$ cat config.mk
export PLATFORM = sky130hd
export DESIGN_NAME = mem_req_arbiter
export DESIGN_NICKNAME = d
export VERILOG_FILES = /design/src/rtl/mem_req_arbiter.sv
export SDC_FILE = /design/constraint.sdc
export NUM_CORES = 1
export LEC_CHECK = 0
export BUFFER_PORTS_ARGS = -buffer_cell sky130_fd_sc_hd__buf_2
export CORE_AREA = 2 2 266 268
export DETAILED_ROUTE_END_ITERATION = 10
export DIE_AREA = 0 0 268 270
export PLACE_DENSITY = 0.4
export SLEW_MARGIN = 20
export SYNTH_ARGS = -nofsm -noshare
export SYNTH_HDL_FRONTEND = slang
export SYNTH_SLANG_ARGS = --single-unit
$ cat constraint.sdc
create_clock -name clk -period 2.3 [get_ports clk]
set_input_delay 0.345 -clock clk [delete_from_list [all_inputs] [get_ports clk]]
set_output_delay 0.345 -clock clk [all_outputs]
set_load 0.01 [all_outputs]
$ cat src/rtl/mem_req_arbiter.sv
// Two-requester round-robin front end that sequences one AXI-lite read or write at a time
// on the master port and returns the response to the granted requester.
module mem_req_arbiter #(
  parameter int unsigned ADDR_W = 64,
  parameter int unsigned DATA_W = 64
) (
  input  logic                  clk,
  input  logic                  rstn,
  // Requester 0 (instruction fetch)
  input  logic                  r0_req,
  input  logic                  r0_we,
  input  logic [ADDR_W-1:0]     r0_addr,
  input  logic [DATA_W-1:0]     r0_wdata,
  input  logic [DATA_W/8-1:0]   r0_wstrb,
  output logic                  r0_done,
  output logic [DATA_W-1:0]     r0_rdata,
  output logic                  r0_err,
  // Requester 1 (data load/store)
  input  logic                  r1_req,
  input  logic                  r1_we,
  input  logic [ADDR_W-1:0]     r1_addr,
  input  logic [DATA_W-1:0]     r1_wdata,
  input  logic [DATA_W/8-1:0]   r1_wstrb,
  output logic                  r1_done,
  output logic [DATA_W-1:0]     r1_rdata,
  output logic                  r1_err,
  // AXI-lite master
  output logic [ADDR_W-1:0]     m_awaddr,
  output logic                  m_awvalid,
  input  logic                  m_awready,
  output logic [DATA_W-1:0]     m_wdata,
  output logic [DATA_W/8-1:0]   m_wstrb,
  output logic                  m_wvalid,
  input  logic                  m_wready,
  input  logic [1:0]            m_bresp,
  input  logic                  m_bvalid,
  output logic                  m_bready,
  output logic [ADDR_W-1:0]     m_araddr,
  output logic                  m_arvalid,
  input  logic                  m_arready,
  input  logic [DATA_W-1:0]     m_rdata,
  input  logic [1:0]            m_rresp,
  input  logic                  m_rvalid,
  output logic                  m_rready,
  // Status
  output logic                  busy,
  output logic                  grant_id
);

  localparam int unsigned STRB_W = DATA_W / 8;

  typedef enum logic [2:0] {StIdle, StAr, StR, StAw, StB, StDone} state_e;

  state_e              state_q, state_d;
  logic                ptr_q, ptr_d;
  logic                gnt_q, gnt_d;
  logic [ADDR_W-1:0]   addr_q, addr_d;
  logic [DATA_W-1:0]   wdata_q, wdata_d;
  logic [STRB_W-1:0]   wstrb_q, wstrb_d;
  logic                aw_done_q, aw_done_d;
  logic                w_done_q, w_done_d;
  logic [DATA_W-1:0]   rdata0_q, rdata0_d, rdata1_q, rdata1_d;
  logic                err0_q, err0_d, err1_q, err1_d;
  logic                win;
  logic                win_we;
  logic [DATA_W-1:0]   rsp_data;
  logic                rsp_err;
  logic                rsp_load;

  always_comb begin
    state_d   = state_q;
    ptr_d     = ptr_q;
    gnt_d     = gnt_q;
    addr_d    = addr_q;
    wdata_d   = wdata_q;
    wstrb_d   = wstrb_q;
    aw_done_d = aw_done_q;
    w_done_d  = w_done_q;
    win       = 1'b0;
    win_we    = 1'b0;
    rsp_data  = '0;
    rsp_err   = 1'b0;
    rsp_load  = 1'b0;

    unique case (state_q)
      StIdle: begin
        if (r0_req || r1_req) begin
          // On a tie the requester that did not win last time goes first.
          win       = (r0_req && r1_req) ? ~ptr_q : r1_req;
          win_we    = win ? r1_we : r0_we;
          ptr_d     = win;
          gnt_d     = win;
          addr_d    = win ? r1_addr : r0_addr;
          wdata_d   = win ? r1_wdata : r0_wdata;
          wstrb_d   = win ? r1_wstrb : r0_wstrb;
          aw_done_d = 1'b0;
          w_done_d  = 1'b0;
          state_d   = win_we ? StAw : StAr;
        end
      end
      StAr: begin
        if (m_arready) state_d = StR;
      end
      StR: begin
        if (m_rvalid) begin
          rsp_data = m_rdata;
          rsp_err  = (m_rresp != 2'b00);
          rsp_load = 1'b1;
          state_d  = StDone;
        end
      end
      StAw: begin
        if (m_awready) aw_done_d = 1'b1;
        if (m_wready)  w_done_d  = 1'b1;
        // AW and W handshakes may land in either order or together.
        if ((aw_done_q || m_awready) && (w_done_q || m_wready)) state_d = StB;
      end
      StB: begin
        if (m_bvalid) begin
          rsp_err  = (m_bresp != 2'b00);
          rsp_load = 1'b1;
          state_d  = StDone;
        end
      end
      StDone:  state_d = StIdle;
      default: state_d = StIdle;
    endcase
  end

  always_comb begin
    rdata0_d = rdata0_q;
    rdata1_d = rdata1_q;
    err0_d   = err0_q;
    err1_d   = err1_q;
    if (rsp_load) begin
      if (gnt_q) begin
        rdata1_d = rsp_data;
        err1_d   = rsp_err;
      end else begin
        rdata0_d = rsp_data;
        err0_d   = rsp_err;
      end
    end
  end

  always_ff @(posedge clk or negedge rstn) begin
    if (!rstn) begin
      state_q   <= StIdle;
      ptr_q     <= 1'b1;
      gnt_q     <= 1'b0;
      addr_q    <= '0;
      wdata_q   <= '0;
      wstrb_q   <= '0;
      aw_done_q <= 1'b0;
      w_done_q  <= 1'b0;
      rdata0_q  <= '0;
      rdata1_q  <= '0;
      err0_q    <= 1'b0;
      err1_q    <= 1'b0;
    end else begin
      state_q   <= state_d;
      ptr_q     <= ptr_d;
      gnt_q     <= gnt_d;
      addr_q    <= addr_d;
      wdata_q   <= wdata_d;
      wstrb_q   <= wstrb_d;
      aw_done_q <= aw_done_d;
      w_done_q  <= w_done_d;
      rdata0_q  <= rdata0_d;
      rdata1_q  <= rdata1_d;
      err0_q    <= err0_d;
      err1_q    <= err1_d;
    end
  end

  always_comb begin
    m_awaddr  = addr_q;
    m_awvalid = (state_q == StAw) && !aw_done_q;
    m_wdata   = wdata_q;
    m_wstrb   = wstrb_q;
    m_wvalid  = (state_q == StAw) && !w_done_q;
    m_bready  = (state_q == StB);
    m_araddr  = addr_q;
    m_arvalid = (state_q == StAr);
    m_rready  = (state_q == StR);
    r0_done   = (state_q == StDone) && !gnt_q;
    r1_done   = (state_q == StDone) && gnt_q;
    r0_rdata  = rdata0_q;
    r1_rdata  = rdata1_q;
    r0_err    = err0_q;
    r1_err    = err1_q;
    busy      = (state_q != StIdle);
    grant_id  = gnt_q;
  end

endmodule

==> impl_metrics.json, run 1 <==
{
  "status": "completed",
  "skew_ps": 14.4,
  "design.portCount": 690,
  "cp_slowest_stage_delay_ps": 390,
  "critPathBufInv": 2,
  "place_hpwl_um": 35200,
  "clock_path_buffers": 3,
  "avgSynthCellArea_um2": 14.4,
  "cp.depth": 5,
  "post_drt_wl_per_cell_um": 18.5,
  "dieHeight_um": 270,
  "layout-drive-gt1-share": 0.696,
  "regToRegSetupSlack_ps": 320,
  "relSlewSlack": 0.656,
  "yosysUniqueCellTypes": 36,
  "row_count": 97,
  "cts_tree": "yes",
  "grt_antenna_before_repair": 5,
  "cts_resized": 0,
  "routed_wl_um": 45800,
  "startpoint": "state_q[1]",
  "place_congestion": 0.838,
  "grt_overflow": 0,
  "synth_top_area_frac": 0.558,
  "ys.flop_type": "dfrtp_1",
  "ant_nets": 0,
  "ir_worst_vdd_mv": 0.566,
  "ys_seq_elements": 273,
  "synth_nets": 1197,
  "drtIter0Drc": 442,
  "die_x_um": 268,
  "grt_pass1_vias": 10300,
  "fillers": 7439,
  "clock_latency_ps": 530,
  "reg2reg_from": "state_q[2]",
  "port-buffer-count": 689,
  "cts_buffers": 35,
  "synth_most_common_cell": "dfrtp_1",
  "crit_required_ps": 1960,
  "worstSetupEndpointType": "primary output",
  "p_leak_uw": 0.00880,
  "fmax_ghz": 0.493,
  "drcViolationCount": 0,
  "holdPathStages": 2,
  "vias": 9733,
  "yosys_warnings": 0,
  "holdWs_ps": 46.6,
  "fin_util": 0.255,
  "synth_area_leaders": "dfrtp_1 56%, mux2_2 25%, a22o_1 9.5%",
  "fin_crit_ps": 2030,
  "slew_viol_final": 0,
  "syn_area_um2": 12200,
  "cp_cell_sequence": "buf_4 > nor2b_1 > nand2_1 > nor2_1 > buf_2",
  "grt_max_degree": 72,
  "min_period_over_period": 0.882,
  "nets": 1852,
  "path_class": "reg -> out",
  "crit_family": "simple AND/OR/NAND/NOR gates",
  "synthTopCellsByCount": "272 x dfrtp_1, 266 x mux2_2, 132 x a22o_1, 65 x buf_4, 49 x buf_2",
  "syn2layout_area_growth_pct": 45.6,
  "synth-edff-count": 0,
  "ys_async_sr_fraction": 1.00,
  "p_per_area_nw_per_um2": 1390,
  "fin_setup_tns_ps": 0,
  "reg2regPathDepth": 6,
  "min-delay-start": "m_rdata[17]",
  "numClockSinks": 273,
  "slowest_stage": "dfrtp_1",
  "cts-root-buf": "clkbuf_16",
  "initial_utilization": 0.175,
  "grtUsageTotal": 0.122,
  "grt_pass1_wl_um": 66800,
  "cts-htree-levels": 2,
  "clk_pin_slew_worst_paths_ps": 50,
  "worst_pin_slew_ps": 510,
  "start_kind": "register",
  "via_per_inst": 3.94,
  "holdCritPathClass": "in -> reg",
  "firstDrtPassIters": 4,
  "cap_violations": 0,
  "setup_viol": 0,
  "crit_arrival_ps": 1680,
  "cp_max_fo": 13,
  "syn_inst": 846,
  "synth-seq-area-share": 0.560,
  "synth_top_area_cell": "dfrtp_1",
  "report.final.hold_viol_count": 0,
  "rsz0062_at_grt": "false",
  "coreArea_um2": 69500,
  "die_area_um2": 72400
}
[report_power, final]
group | internal, uW | switching, uW
Sequential | 7200 | 1550
Combinational | 5270 | 5260
Clock | 3350 | 2140
Total | 15800 | 8950
[cells by family (layout without fill, tap and decap cells)]
kind of cell           Yosys count  after routing  synth area share
other                            0              4                 0
muxes                          275            275             0.254
AOI/OAI and AO/OA              147            147             0.102
buffers and inverters          125            806            0.0675
DFF                            273            273             0.560
and+or+nand+nor                 26             26            0.0157
[placed cells by master, fill, tap and decap left out, types with 3 or more instances in the layout]
cell,n
mux2_2,266
nand2b_1,3
diode_2,4
clkbuf_1,14
buf_12,11
clkbuf_16,36
buf_2,688
a21oi_1,3
dfrtp_1,272
dlygate4sd3_1,5
clkbuf_8,7
a22o_1,132
nor2_1,6
mux2_1,8
buf_4,37
[layout make-up]
cell class | instances | area (um2) | share of cell area
Antenna cell | 4 | 10.0 | 0.000564
Tap cell | 940 | 1180 | 0.0663
Multi-Input combinational cell | 448 | 4580 | 0.258
Sequential cell | 273 | 6830 | 0.385
Inverter | 1 | 3.75 | 0.000211
Clock buffer | 57 | 1050 | 0.0591
Timing Repair Buffer | 742 | 4010 | 0.226
Clock inverter | 6 | 95.1 | 0.00536
[per-layer routing]
metal  wire length (um)  track usage
met5                  0            0
met4               2010       0.0579
met3               3020       0.0285
met2              23600        0.218
met1              17100        0.135
[repair_timing]
item | CTS | global route
hold buffers | 5 | 0
hold endpoints to repair | 39 | 0
setup endpoints to repair | 0 | 0
setup buffers | 0 | 0
[flip-flops by register name, indices dropped and copies added (netlist names)]
name	flops
grant_id	1
m_araddr	64
aw_done_q	1
m_wdata	64
r0_rdata	64
r0_err	1
w_done_q	1
r1_err	1
ptr_q	1
r1_rdata	64
m_wstrb	8
state_q	3
[final timing paths]
check,endpoint
setup / recovery,m_awvalid
hold / removal,r1_rdata[17]
setup reg to reg,m_araddr[39]
hold reg to reg,r1_rdata[23]
max in group asynchronous,m_wdata[5]
min in group asynchronous,m_araddr[51]
[per-stage QoR]
| step | total power [uW] | cell area [um2] | instances | worst slack [ps] |
|---|---|---|---|---|
| floorplan | 15000 | 12200 | 846 | 618 |
| global placement | 19500 | 16500 | 2399 | 354 |
| detailed placement | 19600 | 16500 | 2399 | 314 |
| CTS | 25300 | 17700 | 2467 | 184 |
| global route | 26400 | 17800 | 2471 | 69.0 |
| finish | 24800 | 17800 | 2471 | 271 |
[worst register-to-register path, stage by stage (launching register included)]
cell,delay (ps)
dfrtp_1,510
nor3_4,250
inv_2,100
nor2_8,130
buf_12,200
buf_12,270
mux2_2,380
Note: power is estimated with default switching activity, not from simulation.
==> run 2, diff against run 1 <==
- CORE_AREA: 2 2 266 268 -> 8 8 264 266
- DIE_AREA: 0 0 268 270 -> 0 0 272 274
- PLACE_DENSITY: 0.4 -> 0.42
==> run 2 against run 1 <==
Against the previous run: first-iteration DRC count fell by 12%; clock power is 6.0% lower; global-route usage is 0.28 points higher; wire length is 8.6% higher; power fell by 0.69%; final area down 0.52%; sequential cell count unchanged; critical endpoint is now m_wvalid; combinational power barely moved; via count down 0.37%.
==> impl_metrics.json, run 2 (synthesized netlist as in run 1, its figures left out) <==
{
  "cp_max_fo": 13,
  "fmax_ghz": 0.482,
  "reg2reg_from": "state_q[2]",
  "start_kind": "register",
  "cts_buffers": 35,
  "drtIter0Drc": 390,
  "holdWs_ps": 57.2,
  "layout-drive-gt1-share": 0.699,
  "grt_pass1_vias": 10600,
  "fin_setup_tns_ps": 0,
  "clock_path_buffers": 3,
  "setup_viol": 0,
  "place_congestion": 0.815,
  "grt_overflow": 0,
  "drcViolationCount": 0,
  "syn2layout_area_growth_pct": 44.8,
  "fin_crit_ps": 2070,
  "p_per_area_nw_per_um2": 1390,
  "row_count": 94,
  "cts_resized": 0,
  "clk_pin_slew_worst_paths_ps": 50,
  "layout_commonest_cell": "buf_2",
  "port-buffer-count": 689,
  "initial_utilization": 0.187,
  "timing.rr.end": "m_araddr[39]",
  "skew_ps": 14.7,
  "slew_viol_final": 0,
  "coreArea_um2": 65300,
  "rsz0062_at_grt": "false",
  "vias": 9697,
  "cap_violations": 0,
  "place_hpwl_um": 39400,
  "dieHeight_um": 274,
  "crit_arrival_ps": 1730,
  "relSlewSlack": 0.621,
  "ant_nets": 0,
  "p_total_uw": 24600,
  "grt_pass1_wl_um": 71800,
  "cts-root-buf": "clkbuf_16",
  "layout_common_cells": "688 x buf_2, 272 x dfrtp_1, 266 x mux2_2, 132 x a22o_1, 40 x buf_4",
  "p_leak_uw": 0.00883,
  "ir_worst_vdd_mv": 0.598,
  "design.portCount": 690,
  "worstSetupEndpointType": "primary output",
  "die_area_um2": 74500,
  "holdPathStages": 2,
  "firstDrtPassIters": 4,
  "worst_pin_slew_ps": 569,
  "min_to": "r0_rdata[15]",
  "die_x_um": 272,
  "clock_latency_ps": 530,
  "numClockSinks": 273,
  "regToRegSetupSlack_ps": 400,
  "post_drt_wl_per_cell_um": 20.7,
  "grt_max_degree": 57,
  "report.final.hold_viol_count": 0,
  "via_per_inst": 4.04,
  "status": "completed",
  "grtUsageTotal": 0.125,
  "min_period_over_period": 0.902,
  "cts-htree-levels": 2,
  "nets": 1860,
  "fillers": 6891,
  "min-delay-start": "m_rdata[15]",
  "crit_required_ps": 1960,
  "path_class": "reg -> out",
  "grt_antenna_before_repair": 5,
  "routed_wl_um": 49700,
  "reg2regPathDepth": 5,
  "holdCritPathClass": "in -> reg",
  "cts_tree": "yes"
}
## run 2: layout make-up
cell class                 instances  area, um2  share of cell area
tap                              864       1080              0.0612
inverter                           1       3.75            0.000213
antenna                            3       7.51            0.000425
clock buffer                      46        957              0.0542
sequential                       273       6830               0.387
clock inverter                    14        110             0.00623
timing repair buffer             750       4090               0.232
multi-input combinational        448       4580               0.259
## run 2: worst max-delay path, cell delays in order (launching register included)
cell and delay, ps:
dfrtp_1 380, buf_4 200, nor2b_1 210, nand2_1 120, nor2_1 140, buf_2 170
## run 2: where the power goes
group / total (uW) / switching (uW) / internal [uW]
Combinational: 10700 / 5400 / 5270
Clock: 5150 / 2110 / 3050
Sequential: 8760 / 1570 / 7200
## run 2: how the worst max path moves through the flow
stage	start	end	slack (ps)	cells after the start
finish	state_q[1]	m_wvalid	230	5
global route	state_q[1]	m_wvalid	90	5
CTS	state_q[1]	m_wvalid	130	5
detailed placement	r1_req	m_araddr[5]	300	6
global placement	r1_req	m_araddr[37]	330	6
floorplan	state_q[0]	m_araddr[0]	620	6
## run 2: what timing repair did
| action | CTS | global route |
|---|---|---|
| setup endpoints to repair | 0 | 0 |
| buffers inserted | 0 | 0 |
| hold buffers | 9 | 0 |
| hold endpoints to repair | 52 | 0 |
## run 2: metal layers
metal	vias to the layer above	wire length, um	track usage
met5	-	20	0
met4	2	1670	0.0469
met3	83	3550	0.0345
met2	423	26100	0.228
met1	4796	18400	0.137
li1	4393	-	-
## run 2: metrics by stage
step / instance area, um2 / cells / utilization / setup slack (ps)
floorplan: 12200 / 846 / - / 618
global placement: 16500 / 2327 / 0.253 / 331
detailed placement: 16500 / 2327 / 0.253 / 300
CTS: 17700 / 2396 / 0.270 / 133
global route: 17700 / 2399 / 0.271 / 88.9
finish: 17700 / 2399 / 0.271 / 225
